<file path="src/rtl/signed_bcd_converter.sv">
// Signed binary to packed-BCD converter.
// Registers the sign and magnitude of a two's-complement input and runs a
// serial double-dabble conversion, one bit per clock. Results are held
// stable from one done pulse to the next.
module signed_bcd_converter #(
  parameter int bits   = 8,
  parameter int digits = 3
) (
  input  logic                    clk,
  input  logic                    rst,
  input  logic signed [bits:0]    value,
  input  logic                    start,
  output logic [4*digits-1:0]     bcd,
  output logic                    negative,
  output logic                    overflow,
  output logic                    busy,
  output logic                    done
);

  localparam int CntW = $clog2(bits + 2);

  localparam logic [1:0] IDLE  = 2'd0;
  localparam logic [1:0] SHIFT = 2'd1;
  localparam logic [1:0] DONE  = 2'd2;

  logic [1:0]          state;
  logic [bits:0]       mag_work;
  logic [4*digits-1:0] bcd_work;
  logic [CntW-1:0]     cnt;
  logic                neg_int;
  logic                ovf_int;

  logic [bits:0]       value_u;
  logic [bits:0]       mag_in;
  logic [4*digits-1:0] bcd_adj;
  logic [4*digits-1:0] bcd_shifted;
  logic                ovf_next;
  logic                last_shift;

  // Magnitude is one bit wider than the data bits, so -2^bits maps to 2^bits.
  always_comb begin
    value_u = value;
    if (value_u[bits]) begin
      mag_in = ~value_u + {{bits{1'b0}}, 1'b1};
    end else begin
      mag_in = value_u;
    end
  end

  // Double-dabble step: add 3 to digits >= 5, then shift in the next magnitude bit.
  always_comb begin
    bcd_adj = '0;
    for (int i = 0; i < digits; i++) begin
      if (bcd_work[4*i +: 4] >= 4'd5) begin
        bcd_adj[4*i +: 4] = bcd_work[4*i +: 4] + 4'd3;
      end else begin
        bcd_adj[4*i +: 4] = bcd_work[4*i +: 4];
      end
    end
    bcd_shifted = {bcd_adj[4*digits-2:0], mag_work[bits]};
    // Any 1 leaving the top digit means the magnitude does not fit.
    ovf_next    = ovf_int | bcd_adj[4*digits-1];
    last_shift  = (cnt == CntW'(1));
  end

  // Control FSM, working registers and registered outputs.
  always_ff @(posedge clk or posedge rst) begin
    if (rst) begin
      state    <= IDLE;
      mag_work <= '0;
      bcd_work <= '0;
      cnt      <= '0;
      neg_int  <= 1'b0;
      ovf_int  <= 1'b0;
      bcd      <= '0;
      negative <= 1'b0;
      overflow <= 1'b0;
      busy     <= 1'b0;
      done     <= 1'b0;
    end else begin
      done <= 1'b0;
      case (state)
        IDLE, DONE: begin
          if (start) begin
            state    <= SHIFT;
            busy     <= 1'b1;
            neg_int  <= value_u[bits];
            mag_work <= mag_in;
            bcd_work <= '0;
            ovf_int  <= 1'b0;
            cnt      <= CntW'(bits + 1);
          end else begin
            state <= IDLE;
          end
        end
        SHIFT: begin
          bcd_work <= bcd_shifted;
          mag_work <= {mag_work[bits-1:0], 1'b0};
          ovf_int  <= ovf_next;
          cnt      <= cnt - CntW'(1);
          if (last_shift) begin
            state    <= DONE;
            busy     <= 1'b0;
            done     <= 1'b1;
            bcd      <= bcd_shifted;
            negative <= neg_int;
            overflow <= ovf_next;
          end
        end
        default: begin
          state <= IDLE;
          busy  <= 1'b0;
        end
      endcase
    end
  end

endmodule

</file>
<file path="config.mk">
export PLATFORM = sky130hd
export DESIGN_NAME = signed_bcd_converter
export DESIGN_NICKNAME = d
export VERILOG_FILES = /design/src/rtl/signed_bcd_converter.sv
export SDC_FILE = /design/constraint.sdc
export NUM_CORES = 1
export LEC_CHECK = 0
export CORE_MARGIN = 2
export CORE_UTILIZATION = 59
export DETAILED_ROUTE_END_ITERATION = 10
export PLACE_DENSITY_LB_ADDON = 0.12
export SYNTH_ARGS = -nofsm -noshare
export SYNTH_HDL_FRONTEND = slang
export SYNTH_SLANG_ARGS = --single-unit
export TNS_END_PERCENT = 1
</file>
<file path="constraint.sdc">
create_clock -name clk -period 3.5 [get_ports clk]
set_input_delay 0.35 -clock clk [delete_from_list [all_inputs] [get_ports clk]]
set_output_delay 0.35 -clock clk [all_outputs]
set_load 0.02 [all_outputs]
</file>
==> reports/qor_table.md, run 1 <==
| Parameter | This run |
| --- | --- |
| Status | finished, final reports clean |
| Setup repair bufs after CTS | 0 |
| Count of pins on the block boundary | 28 |
| Main flop type after synthesis | sky130_fd_sc_hd__dfrtp_1 |
| Number of setup violations in the final report | 0 |
| Synth warnings | 0 |
| VDD IR-drop max | 440 uV |
| Aggregate negative setup slack | 0 ps |
| Post-route DRC violation count | 0 |
| Global placer's final weighted congestion | 0.777 |
| Required time of the critical path | 3660 ps |
| Die H | 66.3 um |
| Least setup slack across all paths after layout | 1610 ps |
| Sum of net half-perimeters after detailed placement | 3200 um |
| Post-DR wirelength/cell | 14.2 um |
| Power per cell area | 888 mW/mm^2 |
| Endpoint of the lowest-slack register-to-register path | mag_work[5]$_DFFE_PP0P_ |
| Total number of clock tree sinks | 45 |
| Peak fanout along the critical path | 19 |
| Hold Path Class | in2async |
| Total iterations of the first detailed-routing run | 4 |
| Achievable Freq | 529 MHz |
| Buffer levels on the longest clock path | 2 |
| Effective utilization at floorplan | 62.1% |
| Number of max-slew violations in the final report | 0 |
| Post-CTS Hold Buffers | 0 |
| Aggregate routed wire length | 4330 um |
| Via/cell ratio | 5.63 |
| Setup skew after layout | 10.1 ps |
| CP Capture Type | flip-flop |
| Max-cap check violation count | 0 |
| Startpoint Class | flip-flop |
| First-pass GRT wire length | 7630 um |
| Full die area | 0.00440 mm^2 |
| CTS tree | built |
| Worst setup slack for register-to-register paths | 1610 ps |
| Cell leakage power | 1.22 nW |
| Transition at the pin with the smallest max-transition slack | 605 ps |
| Clock latency on the worst-skew pair | 300 ps |
| Via count | 1718 |
| Die W | 66.3 um |
| Category of the critical setup timing path | reg2reg |
| Starting DRC count in detailed routing | 99 |
| Synthesized flop and latch total | 45 |
| Post-cts repair resize count | 0 |
| CORE AREA | 0.00369 mm^2 |
| Share of Yosys cell area claimed by the top area cell type | 49.1% |
| Reg-to-reg startpoint | state[0]$_DFFE_PP0P_ |
| Proportion of synthesized chip area in sequential cells | 49.1% |
| Number of endpoints with negative hold slack in the final report | 0 |
| Count of standard-cell rows | 22 |
| Largest net degree at the start of global routing | 30 |
| Worst slew margin relative to its limit | 59.4% |
| Cells taking the most area after synthesis | sky130_fd_sc_hd__dfrtp_1 (49%), sky130_fd_sc_hd__o21ai_0 (6.6%), sky130_fd_sc_hd__ha_1 (4.9%) |
| Setup repair after global routing missed its margin | false |
| Number of synthesized flops with an enable pin | 0 |
| Share of final-layout standard cells stronger than drive strength 1 | 8.95% |
| Antenna diode count | 0 |
| Cell with the most instances after synthesis | sky130_fd_sc_hd__dfrtp_1 |
| Clock-pin slew on the worst setup and hold paths | 80 ps |
| Count of nets left with antenna violations after detail routing | 0 |
| Cell area after synthesis | 0.00229 mm^2 |
| Library cell occupying the most area in the post-synthesis netlist | sky130_fd_sc_hd__dfrtp_1 |
| Port Buffer Count | 27 |
| Number of global-route vias before repair | 1658 |
| Average footprint of a synthesized cell | 9.92 um^2 |
| Synth Instances | 231 |
| Critical path arrival | 2050 ps |
| Depth of the worst register-to-register path | 5 |
| Total gr overflow | 0 |
| Clock root cell | sky130_fd_sc_hd__clkbuf_8 |
| Area added between synthesis and finish | 16.8% |
| Number of antenna violations at the first check in global routing | 0 |
| Overall global routing resource usage | 23.3% |
| Share of synthesized registers carrying an async set or reset | 100% |
| Post-route fraction of the period consumed by the critical path | 54.1% |
| Number of nets in the final layout | 278 |
| # H-tree levels | 2 |
| CTS Buf Count | 5 |
| Library cells used by synthesis | 40 |
| Post-Place Setup Slack | 1420 ps |
| Most frequent cells after synthesis | sky130_fd_sc_hd__dfrtp_1 (45), sky130_fd_sc_hd__o21ai_0 (30), sky130_fd_sc_hd__nand2_1 (29) |
| Time the worst path needs with I/O delays and setup | 1890 ps |
| Mapped Nets | 252 |
==> cell families (layout without fill, tap and decap cells) <==
family | count (synthesis) | in the layout | share of synthesized area, %
buf+inv | 25 | 51 | 5.24
fa+ha+maj | 9 | 9 | 4.91
flops | 45 | 45 | 49.1
compound gates | 63 | 63 | 16.4
mux | 13 | 13 | 6.00
simple gates | 70 | 70 | 16.0
xor+xnor | 6 | 6 | 2.29
==> cell type report <==
type	count	area, um^2
flip-flops and latches	45	1130
fillers	281	1010
multi-input cells	161	1050
clock inverters	2	35.0
clock buffers	5	68.8
repair buffers	29	285
well taps	48	60.1
inverters	15	56.3
==> per-stage QoR <==
step	cells	power (mW)	instance area, um^2	hold slack [ps]	utilization (%)
2_1_floorplan	231	1.69	2290	438	-
3_3_place_gp	298	1.99	2570	460	69.8
3_5_place_dp	298	2.03	2570	462	69.8
4_1_cts	305	2.40	2680	361	72.6
5_1_grt	305	2.57	2680	402	72.6
6_report	305	2.38	2680	349	72.6
==> flip-flops by register name, indices dropped and copies added (netlist names) <==
name / flops
mag_work: 9
neg_int: 1
ovf_int: 1
cnt: 4
bcd: 12
bcd_work: 12
state: 2
done: 1
negative: 1
busy: 1
overflow: 1
==> critical path, cell delays in order, from the launching register on <==
cell,delay (ps)
sky130_fd_sc_hd__dfrtp_1,620
sky130_fd_sc_hd__nor2b_1,310
sky130_fd_sc_hd__buf_4,290
sky130_fd_sc_hd__nor2_4,150
sky130_fd_sc_hd__a221oi_1,260
sky130_fd_sc_hd__o21ai_0,130
==> worst max-delay path by stage <==
stage,end,startpoint,slack [ps],cells past startpoint
final,mag_work[5]$_DFFE_PP0P_,state[0]$_DFFE_PP0P_,1610,5
after global routing,mag_work[5]$_DFFE_PP0P_,state[0]$_DFFE_PP0P_,1470,5
after CTS,mag_work[5]$_DFFE_PP0P_,state[0]$_DFFE_PP0P_,1600,5
after detailed placement,mag_work[7]$_DFFE_PP0P_,start,1420,5
after global placement,mag_work[7]$_DFFE_PP0P_,start,1510,5
after floorplan,bcd[10]$_DFFE_PP0P_,cnt[1]$_DFFE_PP0P_,1960,7
==> where the power goes <==
part	leakage [nW]	total [mW]	switching [mW]	internal (mW)
Sequential	0.563	0.933	0.185	0.748
Clock	0.0540	0.367	0.160	0.207
Combinational	0.600	1.08	0.581	0.497
Total	1.22	2.38	0.926	1.45
==> layout by cell type (no fill, tap or decap), drive strengths merged, types with 2 or more instances in the layout <==
master / count
a22o: 5
o21ai: 30
mux2: 6
mux2i: 7
nor3: 4
buf: 2
nand3: 3
a22oi: 2
clkdlybuf4s50: 27
a211oi: 2
or3b: 2
o31ai: 2
nand2b: 5
ha: 9
inv: 14
a31oi: 4
nor3b: 6
clkbuf: 5
nand2: 30
or3: 2
a21o: 2
a21oi: 10
nand3b: 2
dfrtp: 45
clkinv: 2
xnor2: 6
o22ai: 2
nor2: 12
==> routing by layer <==
metal / GRT usage [%] / share of wire [%]
met1: 29.9 / 43
met2: 39.5 / 51
met3: 5.45 / 5.2
met4: 5.87 / 1.1
met5: 0 / 0
Note: power is estimated with default switching activity, not from simulation.
==> inputs of run 2 (changes only) <==
--- a/config.mk
+++ b/config.mk
@@ -6,7 +6,7 @@
 export NUM_CORES = 1
 export LEC_CHECK = 0
 export CORE_MARGIN = 2
-export CORE_UTILIZATION = 59
+export CORE_UTILIZATION = 55
 export DETAILED_ROUTE_END_ITERATION = 10
 export PLACE_DENSITY_LB_ADDON = 0.12
 export SYNTH_ARGS = -nofsm -noshare
==> constraint.sdc (replaced) <==
create_clock -name clk -period 1.9 [get_ports clk]
set_input_delay 0.19 -clock clk [delete_from_list [all_inputs] [get_ports clk]]
set_output_delay 0.19 -clock clk [all_outputs]
set_load 0.02 [all_outputs]
==> run 2 against run 1 <==
  * Via count increased by 2.2%
  * Cell count increased by 4.3%
  * Sequential share of layout area decreased by 1.5 points
  * Global-route usage decreased by 0.099 points
  * Core utilization decreased by 3.2 points
  * Critical path depth increased by 1
  * Critical path type unchanged
==> reports/qor_table.md, run 2 (same netlist as run 1, synthesis figures left out) <==
| Parameter | This run | Delta |
| --- | --- | --- |
| Total iterations of the first detailed-routing run | 4 | unchanged |
| Met3 wirelength from detailed routing | 112 um | -50% |
| Setup repair bufs after CTS | 0 | unchanged |
| Total number of clock tree sinks | 45 | unchanged |
| First-pass GRT wire length | 8000 um | +4.9% |
| Number of global-route vias before repair | 1784 | +7.6% |
| Number of setup violations in the final report | 0 | unchanged |
| Share of final-layout standard cells stronger than drive strength 1 | 12.3% | +3.4 points |
| Post-route fraction of the period consumed by the critical path | 86.0% | +32 points |
| Final standard cell area without fillers | 0.00278 mm^2 | +3.6% |
| Buffer levels on the longest clock path | 2 | unchanged |
| Placed cell area | 0.00266 mm^2 | +3.5% |
| Post-DR wirelength/cell | 14.5 um | +1.8% |
| Post-cts repair resize count | 0 | unchanged |
| Sum of met2 wire segment lengths after detailed routing | 2260 um | +2.7% |
| Die H | 68.6 um | +3.4% |
| Max-cap check violation count | 0 | unchanged |
| Share of total power in sequential cells | 37.1% | -2.1 points |
| Wire length on met1 | 2160 um | +16% |
| Number of endpoints with negative hold slack in the final report | 0 | unchanged |
| Hold Path Class | in2async |  |
| Largest registers | bcd (12), bcd_work (12), mag_work (9) |  |
| Crit-path max cell delay | 410 ps | -210 ps |
| Clock root cell | sky130_fd_sc_hd__clkbuf_8 |  |
| Largest net degree at the start of global routing | 36 | +20% |
| CTS tree | built |  |
| Switching portion of total power | 39.0% | +0.050 points |
| Cell at the slowest stage of the critical path | sky130_fd_sc_hd__dfrtp_1 |  |
| Post-CTS Hold Buffers | 0 | unchanged |
| Starting DRC count in detailed routing | 100 | +1.0% |
| Setup skew after layout | 7.94 ps | -2.12 ps |
| Time the worst path needs with I/O delays and setup | 1630 ps | -258 ps |
| Effective utilization at floorplan | 57.3% | -4.8 points |
| Number of antenna violations at the first check in global routing | 0 | unchanged |
| Clock-pin slew on the worst setup and hold paths | 90 ps | about the same |
| Combined area of the multi-input logic cells | 0.00105 mm^2 | unchanged |
| Most common cell after layout, fill and taps aside | sky130_fd_sc_hd__dfrtp_1 |  |
| Filler cell count | 325 | +16% |
| Peak fanout along the critical path | 4 | -15 |
| Startpoint Class | flip-flop |  |
| Number of nets in the final layout | 288 | +3.6% |
| Required time of the critical path | 2090 ps | -1570 ps |
| Aggregate routed wire length | 4600 um | +6.2% |
| VDD IR-drop max | 820 uV | +86% |
| Count of standard-cell rows | 23 | +4.5% |
| Area added between synthesis and finish | 21.1% |  |
| Category of the critical setup timing path | reg2reg |  |
| Dominant delay contributor by cell family on the critical path | multiplexers |  |
| CORE AREA | 0.00400 mm^2 | +8.4% |
| Number of max-slew violations in the final report | 0 | unchanged |
| Storage element area | 0.00113 mm^2 | unchanged |
| Achievable Freq | 612 MHz | +16% |
| CTS Buf Count | 5 | unchanged |
| Post-route DRC violation count | 0 | unchanged |
| Via count | 1755 | +2.2% |
| Status | finished, final reports clean |  |
| Worst slew margin relative to its limit | 70.0% | +11 points |
| Power per cell area | 1640 mW/mm^2 | +84% |
| Power spent charging and discharging nets | 1.77 mW | +91% |
| Sum of net half-perimeters after detailed placement | 3330 um | +4.0% |
| Total gr overflow | 0 | unchanged |
| Count of nets left with antenna violations after detail routing | 0 | unchanged |
| Critical path arrival | 1830 ps | -220 ps |
| Clock latency on the worst-skew pair | 310 ps | about the same |
| Buffers and inverters on the worst path | 1 | unchanged |
| Antenna diode count | 0 | unchanged |
| Full die area | 0.00470 mm^2 | +6.8% |
| Uppermost routed layer | met4 |  |
| Most used cells in the layout excluding fill and tap cells | sky130_fd_sc_hd__dfrtp_1 (45), sky130_fd_sc_hd__o21ai_0 (30), sky130_fd_sc_hd__nand2_1 (29) |  |
| Cell internal pwr | 2.77 mW | +91% |
| CP Capture Type | flip-flop |  |
| Aggregate negative setup slack | 0 ps | unchanged |
| Combinational share of power | 46.7% | +1.4 points |
| Die W | 68.6 um | +3.4% |
| Port Buffer Count | 27 | unchanged |
| Global placer's final weighted congestion | 0.816 | +5.0% |
| Clock Power Share | 16.3% | +0.9 points |
| Transition at the pin with the smallest max-transition slack | 447 ps | -158 ps |
| Via/cell ratio | 5.52 | -2.0% |
| # H-tree levels | 2 | unchanged |
| Overall global routing resource usage | 23.2% | -0.099 points |
| Cell leakage power | 1.27 nW | +4.4% |
| Count of pins on the block boundary | 28 | unchanged |
| CP Cell Sequence | inv_1, ha_1, nand2b_1, a21oi_1, mux2i_1, mux2_2 |  |
| Setup repair after global routing missed its margin | false |  |
[run 2: area by class of cell]
type	count	share of cell area [%]
clock inverter	2	1.40
multi-input combinational	161	37.7
sequential	45	40.6
timing repair buffer	39	13.4
clock buffer	6	2.61
inverter	15	2.03
tap	50	2.25
[run 2: metrics by stage]
stage / hold slack, ps / utilization, % / power, mW / worst slack [ps] / std cells
after floorplan: 286 / - / 3.11 / 358 / 231
after global placement: 451 / 66.6 / 3.77 / 86.5 / 310
after detailed placement: 465 / 66.6 / 3.83 / 45.7 / 310
after CTS: 140 / 69.4 / 4.58 / 270 / 318
after global routing: 156 / 69.4 / 4.91 / 154 / 318
final: 133 / 69.4 / 4.54 / 266 / 318
[run 2: power by group through the flow]
stage	sequential [mW]	clock (mW)	combinational, mW
2_1_floorplan	1.81	0	1.30
3_3_place_gp	1.68	0	2.08
3_5_place_dp	1.69	0	2.14
4_1_cts	1.68	0.750	2.15
5_1_grt	1.74	0.794	2.38
6_report	1.68	0.738	2.12
[run 2: worst paths after layout]
| path | slack (ps) | cells after the start | to | start |
|---|---|---|---|---|
| min in group clk | 490 | 2 | bcd[1]$_DFFE_PP0P_ | bcd[1]$_DFFE_PP0P_ |
| hold / removal | 130 | 2 | cnt[0]$_DFFE_PP0P_ | rst |
| setup / recovery | 270 | 6 | bcd[2]$_DFFE_PP0P_ | bcd_work[0]$_DFFE_PP0P_ |
| max in group asynchronous | 1280 | 3 | done$_DFF_PP0_ | rst |
| setup reg to reg | 270 | 6 | bcd[2]$_DFFE_PP0P_ | bcd_work[0]$_DFFE_PP0P_ |
| hold reg to reg | 490 | 2 | bcd[1]$_DFFE_PP0P_ | bcd[1]$_DFFE_PP0P_ |
[run 2: metal layers]
metal	GRT usage (%)	vias up
li1	-	875
met4	9.75	0
met3	4.06	7
met2	36.7	23
met1	31.4	850
met5	0	-
==> inputs of run 3 (changes only) <==
--- a/config.mk
+++ b/config.mk
@@ -5,8 +5,7 @@
 export SDC_FILE = /design/constraint.sdc
 export NUM_CORES = 1
 export LEC_CHECK = 0
-export CORE_MARGIN = 2
-export CORE_UTILIZATION = 55
+export CORE_UTILIZATION = 59
 export DETAILED_ROUTE_END_ITERATION = 10
 export PLACE_DENSITY_LB_ADDON = 0.12
 export SYNTH_ARGS = -nofsm -noshare
==> constraint.sdc (replaced) <==
create_clock -name clk -period 2.05 [get_ports clk]
set_input_delay 0.205 -clock clk [delete_from_list [all_inputs] [get_ports clk]]
set_output_delay 0.205 -clock clk [all_outputs]
set_load 0.02 [all_outputs]
==> run 3 against run 2 <==
  * Design area fell by 1.4%
  * Critical path depth unchanged
  * Sequential cell count unchanged
  * First-iteration DRC count increased by 32%
  * Sequential share of layout area is 0.59 points higher
  * Maximum frequency is 4.1% lower
  * Worst setup slack gained 80 ps
  * Core utilization is 4.8 points higher
  * Critical endpoint is now bcd[10]$_DFFE_PP0P_
  * Largest cell class unchanged
  * Largest power group unchanged
==> reports/qor_table.md, run 3 (same netlist as run 1, synthesis figures left out) <==
| Parameter | This run | Delta |
| --- | --- | --- |
| Reg-to-reg startpoint | cnt[1]$_DFFE_PP0P_ |  |
| Most used cells in the layout excluding fill and tap cells | sky130_fd_sc_hd__dfrtp_1 (45), sky130_fd_sc_hd__o21ai_0 (30), sky130_fd_sc_hd__nand2_1 (29) |  |
| Combinational share of power | 46.5% | -0.2 points |
| # H-tree levels | 2 | unchanged |
| Number of nets in the final layout | 284 | -1.4% |
| Clock latency on the worst-skew pair | 300 ps | about the same |
| Starting DRC count in detailed routing | 132 | +32% |
| Total gr overflow | 0 | unchanged |
| Largest net degree at the start of global routing | 46 | +28% |
| Cell leakage power | 1.25 nW | -1.7% |
| Clock-pin slew on the worst setup and hold paths | 80 ps | about the same |
| Setup repair after global routing missed its margin | false |  |
| Post-cts repair resize count | 0 | unchanged |
| Share of total power in sequential cells | 36.9% | -0.2 points |
| Category of the critical setup timing path | reg2reg |  |
| Aggregate routed wire length | 4390 um | -4.5% |
| Overall global routing resource usage | 24.5% | +1.4 points |
| Time the worst path needs with I/O delays and setup | 1700 ps | +70.0 ps |
| Most common cell after layout, fill and taps aside | sky130_fd_sc_hd__dfrtp_1 |  |
| Transition at the pin with the smallest max-transition slack | 556 ps | +109 ps |
| Peak fanout along the critical path | 11 | +7 |
| Effective utilization at floorplan | 62.1% | +4.8 points |
| Aggregate negative setup slack | 0 ps | unchanged |
| Port Buffer Count | 27 | unchanged |
| Cell internal pwr | 2.57 mW | -7.3% |
| Post-DR wirelength/cell | 14.1 um | -2.7% |
| Count of nets left with antenna violations after detail routing | 0 | unchanged |
| Total iterations of the first detailed-routing run | 4 | unchanged |
| Global placer's final weighted congestion | 0.780 | -4.4% |
| Number of setup violations in the final report | 0 | unchanged |
| Area added between synthesis and finish | 19.3% |  |
| Post-CTS Hold Buffers | 0 | unchanged |
| Setup repair bufs after CTS | 0 | unchanged |
| Largest registers | bcd (12), bcd_work (12), mag_work (9) |  |
| Antenna diode count | 0 | unchanged |
| Switching portion of total power | 38.7% | -0.27 points |
| Die H | 64.3 um | -6.2% |
| Power spent charging and discharging nets | 1.62 mW | -8.4% |
| Post-route DRC violation count | 0 | unchanged |
| Sum of net half-perimeters after detailed placement | 3170 um | -4.7% |
| Post-route fraction of the period consumed by the critical path | 83.1% | -2.9 points |
| First-pass GRT wire length | 7740 um | -3.3% |
| CTS tree | built |  |
| Total number of clock tree sinks | 45 | unchanged |
| Buffer levels on the longest clock path | 2 | unchanged |
| Filler cell count | 276 | -15% |
| Full die area | 0.00414 mm^2 | -12% |
| Least setup slack across all paths after layout | 346 ps | +80.0 ps |
| Hold Path Class | in2async |  |
| Number of endpoints with negative hold slack in the final report | 0 | unchanged |
| Number of antenna violations at the first check in global routing | 0 | unchanged |
| CTS Buf Count | 5 | unchanged |
| VDD IR-drop max | 787 uV | -4.0% |
| Utilization of the core after routing | 74.2% | +4.8 points |
| Worst slack on hold paths | 336 ps | +203 ps |
| Clock root cell | sky130_fd_sc_hd__clkbuf_8 |  |
| Buffers and inverters on the worst path | 2 | +1 |
| Crit-path max cell delay | 400 ps | about the same |
| Endpoint of the lowest-slack register-to-register path | bcd[10]$_DFFE_PP0P_ |  |
| CP Capture Type | flip-flop |  |
| Startpoint Class | flip-flop |  |
| Max-cap check violation count | 0 | unchanged |
| Worst slew margin relative to its limit | 62.9% | -7.1 points |
| Die W | 64.3 um | -6.2% |
| Via/cell ratio | 5.63 | +1.9% |
| Dominant delay contributor by cell family on the critical path | flip-flops |  |
| Count of standard-cell rows | 22 | -4.3% |
| Number of global-route vias before repair | 1714 | -3.9% |
| Number of max-slew violations in the final report | 0 | unchanged |
| CP Cell Sequence | inv_1, ha_1, nor3b_2, nand2_4, inv_2, mux2_2 |  |
| Setup skew after layout | 7.80 ps | -0.137 ps |
| Critical path arrival | 1890 ps | +60 ps |
| Clock Power Share | 16.5% | +0.2 points |
| Depth of the worst register-to-register path | 6 | unchanged |
| Share of final-layout standard cells stronger than drive strength 1 | 11.0% | -1.3 points |
| Worst setup slack for register-to-register paths | 350 ps | +80 ps |
| Post-Place Setup Slack | 181 ps | +135 ps |
| Status | finished, final reports clean |  |
| Cell at the slowest stage of the critical path | sky130_fd_sc_hd__dfrtp_1 |  |
| Achievable Freq | 587 MHz | -4.1% |
| Count of pins on the block boundary | 28 | unchanged |
| Power per cell area | 1530 mW/mm^2 | -6.4% |
| Required time of the critical path | 2240 ps | +150 ps |
| CORE AREA | 0.00369 mm^2 | -7.8% |
| Via count | 1755 | unchanged |
==> run 3: worst min-delay path, cell delays in order <==
cell	delay, ps
sky130_fd_sc_hd__clkdlybuf4s50_1	400
sky130_fd_sc_hd__clkinv_1	50
sky130_fd_sc_hd__buf_4	450
==> run 3: metal layers <==
layer	vias to the layer above	GRT usage [%]	routed length, um
met5	-	0	0
met4	0	10.3	97
met3	12	5.18	146
met2	41	40.7	2130
met1	834	31.0	2010
li1	868	-	-
==> run 3: power groups by stage <==
stage | Sequential [mW] | Clock [mW] | Combinational, mW
2_1_floorplan | 1.68 | 0 | 1.21
3_3_place_gp | 1.55 | 0 | 1.88
3_5_place_dp | 1.56 | 0 | 1.96
4_1_cts | 1.55 | 0.702 | 1.96
5_1_grt | 1.60 | 0.728 | 2.18
6_report | 1.55 | 0.692 | 1.95
==> run 3: worst max path at each step <==
stage / from / endpoint / slack, ps / depth (start not counted)
3_5_place_dp: value[0] / mag_work[4]$_DFFE_PP0P_ / 180 / 7
6_report: cnt[1]$_DFFE_PP0P_ / bcd[10]$_DFFE_PP0P_ / 350 / 6
3_3_place_gp: value[0] / mag_work[4]$_DFFE_PP0P_ / 220 / 7
5_1_grt: cnt[1]$_DFFE_PP0P_ / bcd[2]$_DFFE_PP0P_ / 240 / 6
2_1_floorplan: cnt[1]$_DFFE_PP0P_ / bcd[10]$_DFFE_PP0P_ / 510 / 7
4_1_cts: cnt[1]$_DFFE_PP0P_ / bcd[10]$_DFFE_PP0P_ / 330 / 6
==> run 3: cell type report <==
class                      count  area (um^2)  area share [%]
clock inverter                 1         30.0            1.10
inverter                      15         56.3            2.06
sequential                    45         1130            41.2
timing repair buffer          35          330            12.1
multi-input combinational    161         1050            38.2
tap                           48         60.1            2.20
clock buffer                   7         86.3            3.16
==> run 3: per-stage QoR <==
step | cell area, um^2 | std cells | total power [mW]
6_report | 2740 | 312 | 4.19
4_1_cts | 2740 | 312 | 4.21
2_1_floorplan | 2290 | 231 | 2.88
3_5_place_dp | 2620 | 304 | 3.52
3_3_place_gp | 2620 | 304 | 3.43
5_1_grt | 2740 | 312 | 4.50
